[src/rtl/i2c_master_ctrl.sv]
// Single-master I2C controller: START/STOP, 7-bit address + R/W, write/read bursts with ACK handling.
// Optional slave clock stretching is compiled in with `define I2C_CLK_STRETCH_EN (adds input scl_i).
module i2c_master_ctrl #(
    parameter int CLK_DIV = 250,
    parameter int CNT_W   = 4
) (
    input  logic             clk,
    input  logic             reset,
    input  logic             start,
    input  logic             rw,
    input  logic [6:0]       dev_addr,
    input  logic [CNT_W-1:0] nbytes,
    input  logic [7:0]       wr_data,
    output logic             wr_next,
    output logic [7:0]       rd_data,
    output logic             rd_valid,
    output logic             busy,
    output logic             done,
    output logic             ack_err,
    output logic             scl_oe,
    output logic             sda_oe,
`ifdef I2C_CLK_STRETCH_EN
    input  logic             scl_i,
`endif
    input  logic             sda_i
);
    localparam int               DIV_W   = (CLK_DIV > 1) ? $clog2(CLK_DIV) : 1;
    localparam logic [DIV_W-1:0] DIV_MAX = DIV_W'(CLK_DIV - 1);
    localparam logic [CNT_W-1:0] ONE     = CNT_W'(1);

    typedef enum logic [3:0] {
        S_IDLE, S_START, S_ADDR, S_ADDR_ACK, S_WR_BYTE,
        S_WR_ACK, S_RD_BYTE, S_RD_ACK, S_STOP
    } state_e;

    state_e           state_q, state_d;
    logic [DIV_W-1:0] div_q, div_d;
    logic [1:0]       ph_q, ph_d;
    logic [2:0]       bit_q, bit_d;
    logic [CNT_W-1:0] rem_q, rem_d;
    logic [7:0]       txb_q, txb_d;
    logic [6:0]       addr_q, addr_d;
    logic             rw_q, rw_d;
    logic [7:0]       rx_q, rx_d;
    logic [7:0]       rdd_q, rdd_d;
    logic             samp_q, samp_d;
    logic             ackerr_q, ackerr_d;

    logic       freeze, tick, slot_end, samp_pt;
    logic [7:0] addr_byte;

    assign addr_byte = {addr_q, rw_q};

    // Line drivers are pure decodes of state and phase, so SDA moves exactly on phase-0 entry.
    always_comb begin
        scl_oe = 1'b0;
        sda_oe = 1'b0;
        case (state_q)
            S_START:   sda_oe = ph_q[1];
            S_ADDR: begin
                scl_oe = !ph_q[1];
                sda_oe = !addr_byte[3'd7 - bit_q];
            end
            S_WR_BYTE: begin
                scl_oe = !ph_q[1];
                sda_oe = !txb_q[3'd7 - bit_q];
            end
            S_ADDR_ACK, S_WR_ACK, S_RD_BYTE: scl_oe = !ph_q[1];
            S_RD_ACK: begin
                scl_oe = !ph_q[1];
                sda_oe = (rem_q > ONE);
            end
            S_STOP: begin
                scl_oe = !ph_q[1];
                sda_oe = (ph_q != 2'd3);
            end
            default: ;
        endcase
    end

`ifdef I2C_CLK_STRETCH_EN
    // A slave holding SCL low while we release it stalls the whole timebase.
    assign freeze = (state_q != S_IDLE) && ph_q[1] && !scl_oe && !scl_i;
`else
    assign freeze = 1'b0;
`endif

    assign tick     = (div_q == DIV_MAX) && !freeze;
    assign slot_end = tick && (ph_q == 2'd3);
    assign samp_pt  = tick && (ph_q == 2'd2);
    assign busy     = (state_q != S_IDLE);
    assign ack_err  = ackerr_q;
    assign rd_data  = rd_valid ? rx_q : rdd_q;

    always_comb begin
        state_d  = state_q;
        div_d    = div_q;
        ph_d     = ph_q;
        bit_d    = bit_q;
        rem_d    = rem_q;
        txb_d    = txb_q;
        addr_d   = addr_q;
        rw_d     = rw_q;
        rx_d     = rx_q;
        rdd_d    = rdd_q;
        samp_d   = samp_q;
        ackerr_d = ackerr_q;
        wr_next  = 1'b0;
        rd_valid = 1'b0;
        done     = 1'b0;

        if (state_q != S_IDLE && !freeze) begin
            div_d = (div_q == DIV_MAX) ? '0 : div_q + 1'b1;
            if (tick) ph_d = ph_q + 2'd1;
        end
        if (samp_pt) begin
            samp_d = sda_i;
            rx_d   = {rx_q[6:0], sda_i};
        end

        case (state_q)
            S_IDLE: begin
                if (start) begin
                    addr_d   = dev_addr;
                    rw_d     = rw;
                    rem_d    = nbytes;
                    txb_d    = wr_data;
                    div_d    = '0;
                    ph_d     = 2'd0;
                    bit_d    = 3'd0;
                    ackerr_d = 1'b0;
                    state_d  = S_START;
                end
            end
            S_START: if (slot_end) state_d = S_ADDR;
            S_ADDR: if (slot_end) begin
                if (bit_q == 3'd7) state_d = S_ADDR_ACK;
                bit_d = bit_q + 3'd1;
            end
            S_ADDR_ACK: if (slot_end) begin
                if (samp_q) begin
                    ackerr_d = 1'b1;
                    state_d  = S_STOP;
                end else if (rem_q == '0) state_d = S_STOP;
                else if (rw_q)            state_d = S_RD_BYTE;
                else                      state_d = S_WR_BYTE;
            end
            S_WR_BYTE: if (slot_end) begin
                if (bit_q == 3'd7) state_d = S_WR_ACK;
                bit_d = bit_q + 3'd1;
            end
            S_WR_ACK: if (slot_end) begin
                rem_d = rem_q - ONE;
                if (samp_q) begin
                    ackerr_d = 1'b1;
                    state_d  = S_STOP;
                end else if (rem_q > ONE) begin
                    wr_next = 1'b1;
                    txb_d   = wr_data;
                    state_d = S_WR_BYTE;
                end else state_d = S_STOP;
            end
            S_RD_BYTE: if (slot_end) begin
                if (bit_q == 3'd7) begin
                    rd_valid = 1'b1;
                    rdd_d    = rx_q;
                    state_d  = S_RD_ACK;
                end
                bit_d = bit_q + 3'd1;
            end
            S_RD_ACK: if (slot_end) begin
                rem_d   = rem_q - ONE;
                state_d = (rem_q > ONE) ? S_RD_BYTE : S_STOP;
            end
            S_STOP: if (slot_end) begin
                done    = 1'b1;
                state_d = S_IDLE;
            end
            default: state_d = S_IDLE;
        endcase
    end

    always_ff @(posedge clk) begin
        if (reset) begin
            state_q  <= S_IDLE;
            div_q    <= '0;
            ph_q     <= 2'd0;
            bit_q    <= 3'd0;
            rem_q    <= '0;
            txb_q    <= 8'h00;
            addr_q   <= 7'h00;
            rw_q     <= 1'b0;
            rx_q     <= 8'h00;
            rdd_q    <= 8'h00;
            samp_q   <= 1'b0;
            ackerr_q <= 1'b0;
        end else begin
            state_q  <= state_d;
            div_q    <= div_d;
            ph_q     <= ph_d;
            bit_q    <= bit_d;
            rem_q    <= rem_d;
            txb_q    <= txb_d;
            addr_q   <= addr_d;
            rw_q     <= rw_d;
            rx_q     <= rx_d;
            rdd_q    <= rdd_d;
            samp_q   <= samp_d;
            ackerr_q <= ackerr_d;
        end
    end
endmodule

[config.mk]
export PLATFORM = sky130hd
export DESIGN_NAME = i2c_master_ctrl
export DESIGN_NICKNAME = d
export VERILOG_FILES = /design/src/rtl/i2c_master_ctrl.sv
export SDC_FILE = /design/constraint.sdc
export NUM_CORES = 1
export LEC_CHECK = 0
export ABC_AREA = 1
export BUFFER_PORTS_ARGS = -buffer_cell sky130_fd_sc_hd__buf_2
export CAP_MARGIN = 10
export CORE_ASPECT_RATIO = 1.4
export CORE_UTILIZATION = 55
export DETAILED_ROUTE_END_ITERATION = 10
export PLACE_DENSITY = 0.77
export SETUP_SLACK_MARGIN = 0.2
export SYNTH_ARGS = -nofsm -noshare
export SYNTH_HDL_FRONTEND = slang
export SYNTH_SLANG_ARGS = --single-unit
[constraint.sdc]
create_clock -name clk -period 2.9 [get_ports clk]
set_clock_uncertainty 0.05 [all_clocks]
set_input_delay 0.29 -clock clk [delete_from_list [all_inputs] [get_ports clk]]
set_output_delay 0.29 -clock clk [all_outputs]
set_load 0.005 [all_outputs]
==> metrics.txt <==
# TYPE chip_impl_metric gauge
chip_impl_info{name="run_status",value="finished clean"} 1
chip_impl_metric{name="dr.pass1.iters",unit=""} 4
chip_impl_metric{name="sequentialPowerShare",unit="%"} 41.4
chip_impl_metric{name="final_weighted_congestion_in_routability_driven_placement",unit=""} 0.856
chip_impl_info{name="rsz0062_at_grt",value="no"} 1
chip_impl_metric{name="relSlewSlack",unit="%"} 68.1
chip_impl_metric{name="power.leakage",unit="nW"} 1.43
chip_impl_metric{name="post-route-cell-area",unit="µm²"} 3210
chip_impl_metric{name="post_synthesis_area_per_instance",unit="µm²"} 6.85
chip_impl_metric{name="tightest_slew",unit="ns"} 0.478
chip_impl_metric{name="htree_levels",unit=""} 2
chip_impl_metric{name="synth-edff-count",unit=""} 0
chip_impl_metric{name="synth.yosys.warnings",unit=""} 0
chip_impl_metric{name="whs_path_depth",unit=""} 3
chip_impl_metric{name="power.ir.vdd_worst",unit="V"} 0.000410
chip_impl_metric{name="drt_iter0_drc",unit=""} 180
chip_impl_metric{name="rows",unit=""} 30
chip_impl_metric{name="clock_sink_count",unit=""} 54
chip_impl_metric{name="yosysSeqAreaShare",unit="%"} 37.2
chip_impl_metric{name="grt_max_degree",unit=""} 30
chip_impl_metric{name="grt_pass1_vias",unit=""} 2390
chip_impl_info{name="hp-start",value="dev_addr[5]"} 1
chip_impl_metric{name="setup-tns-final",unit="ns"} 0
chip_impl_metric{name="synth_largest_type_area_fraction",unit="%"} 37.2
chip_impl_info{name="reg2reg_to",value="rx_q[1]"} 1
chip_impl_metric{name="grt_first_pass_wirelength",unit="µm"} 10400
chip_impl_metric{name="power_frac_clock",unit="%"} 18.7
chip_impl_metric{name="syn_inst",unit=""} 424
chip_impl_metric{name="required_worst_endpoint",unit="ns"} 2.56
chip_impl_metric{name="count_of_endpoints_failing_hold_in_the_final_timing_report",unit=""} 0
chip_impl_metric{name="grt_util_all_layers",unit="%"} 23.2
chip_impl_metric{name="drive_gt1_share",unit="%"} 16.3
chip_impl_info{name="critical_path.reg2reg.startpoint",value="div_q[0]"} 1
chip_impl_metric{name="dpl.hpwl",unit="µm"} 4730
chip_impl_metric{name="layout_worst_path_cycle_share",unit="%"} 83.1
chip_impl_metric{name="initial_utilization",unit="%"} 58.6
chip_impl_metric{name="antenna_violations_before_repair",unit=""} 0
chip_impl_metric{name="post-route-min-period",unit="ns"} 2.41
chip_impl_metric{name="switchingPower",unit="mW"} 1.05
chip_impl_info{name="synth_most_common_cell",value="sky130_fd_sc_hd__nand2_1"} 1
chip_impl_metric{name="power-per-cell-area",unit="nW/µm²"} 765
chip_impl_metric{name="final_wirelength",unit="µm"} 6300
chip_impl_metric{name="core",unit="µm²"} 4950
chip_impl_info{name="synth_top_cells_by_area",value="sky130_fd_sc_hd__dfxtp_1 37%, sky130_fd_sc_hd__nand2_1 9.9%, sky130_fd_sc_hd__nor2_1 7.9%"} 1
chip_impl_metric{name="boundaryPins",unit=""} 39
chip_impl_info{name="hold-path-endpoint",value="addr_q[5]"} 1
chip_impl_metric{name="post_cts_resize_count",unit=""} 0
chip_impl_metric{name="wl_per_instance",unit="µm"} 12.0
chip_impl_metric{name="dieWidth",unit="µm"} 63.4
chip_impl_info{name="end_kind",value="output pin"} 1
chip_impl_metric{name="antenna_violating_nets_post_route",unit=""} 0
chip_impl_metric{name="design.final.nets",unit=""} 492
chip_impl_metric{name="netSwitchingFraction",unit="%"} 42.8
chip_impl_metric{name="cts.reportedPaths.clkPinSlew",unit="ns"} 0.10
chip_impl_metric{name="power.internal",unit="mW"} 1.40
chip_impl_metric{name="via_per_inst",unit=""} 5.24
chip_impl_metric{name="via_count",unit=""} 2747
chip_impl_metric{name="detail_route.drc_violations",unit=""} 0
chip_impl_metric{name="regToRegSetupSlack",unit="ns"} 1.01
chip_impl_metric{name="worst-path-max-fanout",unit=""} 16
chip_impl_metric{name="whs",unit="ns"} 0.142
chip_impl_metric{name="die_h",unit="µm"} 88.0
chip_impl_metric{name="async_reset_ff_share",unit="%"} 0
chip_impl_info{name="cts_root_buffer",value="sky130_fd_sc_hd__clkbuf_8"} 1
chip_impl_info{name="synth_top_flop_cell",value="sky130_fd_sc_hd__dfxtp_1"} 1
chip_impl_metric{name="number_of_buffers_created_by_cts",unit=""} 5
chip_impl_metric{name="postCtsHoldBufs",unit=""} 0
chip_impl_metric{name="worst_ep_arrival_time",unit="ns"} 2.07
chip_impl_metric{name="achievable-frequency",unit="GHz"} 0.415
chip_impl_metric{name="share_comb_of_total_power",unit="%"} 39.8
chip_impl_metric{name="synth.net_count",unit=""} 457
chip_impl_metric{name="worst_r2r_path_depth",unit=""} 8
chip_impl_info{name="cts_tree",value="built"} 1
chip_impl_metric{name="drv.max_cap_violation_count",unit=""} 0
chip_impl_metric{name="dp_slack",unit="ns"} 0.862
chip_impl_metric{name="fin_ws",unit="ns"} 0.489
chip_impl_metric{name="post_dp_area",unit="µm²"} 3110
chip_impl_metric{name="synth.cell_area",unit="µm²"} 2910
chip_impl_metric{name="fp.dieArea",unit="µm²"} 5580
chip_impl_metric{name="yosys.cell_types.count",unit=""} 32
chip_impl_info{name="worstSetupPathType",value="flop to output pin"} 1
chip_impl_metric{name="cts_setup_buffers",unit=""} 0
chip_impl_metric{name="report.final.slew_viol_count",unit=""} 0
chip_impl_metric{name="cts_max_path_buffers",unit=""} 2
chip_impl_metric{name="totalPowerFinal",unit="mW"} 2.45
chip_impl_metric{name="io_buffer_count",unit=""} 38
chip_impl_metric{name="worst_skew_pair.late_latency",unit="ns"} 0.32
chip_impl_metric{name="postSynthRegisterBits",unit=""} 54
chip_impl_info{name="synthTopCellsByCount",value="77 x sky130_fd_sc_hd__nand2_1, 61 x sky130_fd_sc_hd__nor2_1, 54 x sky130_fd_sc_hd__dfxtp_1"} 1
chip_impl_info{name="hold_class",value="input port to flop"} 1
chip_impl_metric{name="final.fill_count",unit=""} 496
chip_impl_info{name="worst_setup_path_start_kind",value="flop"} 1
chip_impl_metric{name="diodes_inserted",unit=""} 0
chip_impl_metric{name="grt_overflow_total",unit=""} 0
chip_impl_metric{name="setup-violations-final",unit=""} 0
chip_impl_info{name="netlist.top_cell.by_area",value="sky130_fd_sc_hd__dfxtp_1"} 1
chip_impl_metric{name="layout-area-overhead-vs-synth",unit="%"} 10.4
==> kinds of logic (layout without fill, tap and decap cells) <==
family                   Yosys count  in the layout  synth area share (%)
buffers and inverters             65            101                  9.60
flip-flops                        54             54                  37.2
AND/OR/NAND/NOR                  194            194                  30.7
AO/OA/AOI/OAI                    102            102                  18.6
adder cells (fa/ha/maj)            9              9                  3.88
==> power groups by stage <==
stage                     Sequential (mW)  Clock [mW]  Combinational (mW)
after global placement               1.03           0               0.967
after detailed placement             1.03           0               0.976
after floorplan                     0.990           0               0.815
after global routing                 1.04       0.492                1.12
after CTS                            1.02       0.466               0.980
final                                1.02       0.459               0.977
==> worst max-delay path: stages, from the launching register on <==
cell,delay (ns)
sky130_fd_sc_hd__dfxtp_1,0.41
sky130_fd_sc_hd__ha_1,0.16
sky130_fd_sc_hd__inv_1,0.03
sky130_fd_sc_hd__nor2_1,0.22
sky130_fd_sc_hd__nand3_4,0.20
sky130_fd_sc_hd__inv_2,0.12
sky130_fd_sc_hd__nand3_2,0.26
sky130_fd_sc_hd__o21ai_1,0.22
sky130_fd_sc_hd__buf_2,0.13
==> metal layers <==
metal | wire length, µm | vias up | part of all wire [%] | GRT usage (%)
met3 | 216 | 8 | 3.4 | 4.17
met4 | 76 | 0 | 1.2 | 7.64
met5 | 0 | - | 0 | 0
li1 | - | 1438 | - | -
met1 | 2770 | 1254 | 44 | 26.2
met2 | 3230 | 47 | 51 | 43.7
==> placed cells by master, fill, tap and decap left out, types with 5 or more instances in the layout <==
master,n
sky130_fd_sc_hd__clkbuf_8,5
sky130_fd_sc_hd__o21ai_1,8
sky130_fd_sc_hd__o21ai_0,43
sky130_fd_sc_hd__nor2_1,61
sky130_fd_sc_hd__buf_2,38
sky130_fd_sc_hd__inv_1,47
sky130_fd_sc_hd__nor3_1,5
sky130_fd_sc_hd__nand2_2,5
sky130_fd_sc_hd__inv_2,6
sky130_fd_sc_hd__nor2_4,6
sky130_fd_sc_hd__a21oi_1,42
sky130_fd_sc_hd__dfxtp_1,54
sky130_fd_sc_hd__ha_1,9
sky130_fd_sc_hd__nand3_1,29
sky130_fd_sc_hd__nand2_1,77
==> how the worst max path moves through the flow <==
| stage | depth (start not counted) | from | slack [ns] | to |
|---|---|---|---|---|
| floorplan | 8 | div_q[0] | 1.13 | rd_data[0] |
| global placement | 8 | div_q[0] | 0.90 | rd_data[7] |
| detailed placement | 8 | div_q[0] | 0.86 | rd_data[3] |
| CTS | 8 | div_q[0] | 0.49 | rd_data[0] |
| global route | 8 | div_q[0] | 0.27 | rd_data[4] |
| finish | 8 | div_q[0] | 0.49 | rd_data[3] |
==> sequential cells by signal, indices dropped and copies added, names as in the netlist, 3 cells and up <==
| name | count |
|---|---|
| txb_q | 8 |
| addr_q | 7 |
| rdd_q | 8 |
| bit_q | 3 |
| state_q | 4 |
| div_q | 8 |
| rx_q | 8 |
| rem_q | 4 |
==> per-stage QoR <==
stage          util (%)  std cells
2_1_floorplan         -        424
3_3_place_gp       62.8        516
3_5_place_dp       62.8        516
4_1_cts            64.7        524
5_1_grt            64.7        524
6_report           64.7        524
==> final cells by class <==
type                    count  area (µm²)  share of cell area [%]
repair buffers             39         198                    6.16
clock inverters             3        28.8                   0.897
flip-flops and latches     54        1080                    33.7
inverters                  54         205                    6.40
clock buffers               5        68.8                    2.15
well taps                  64        80.1                    2.50
multi-input cells         305        1550                    48.2
(Power assumes the default switching activity.)
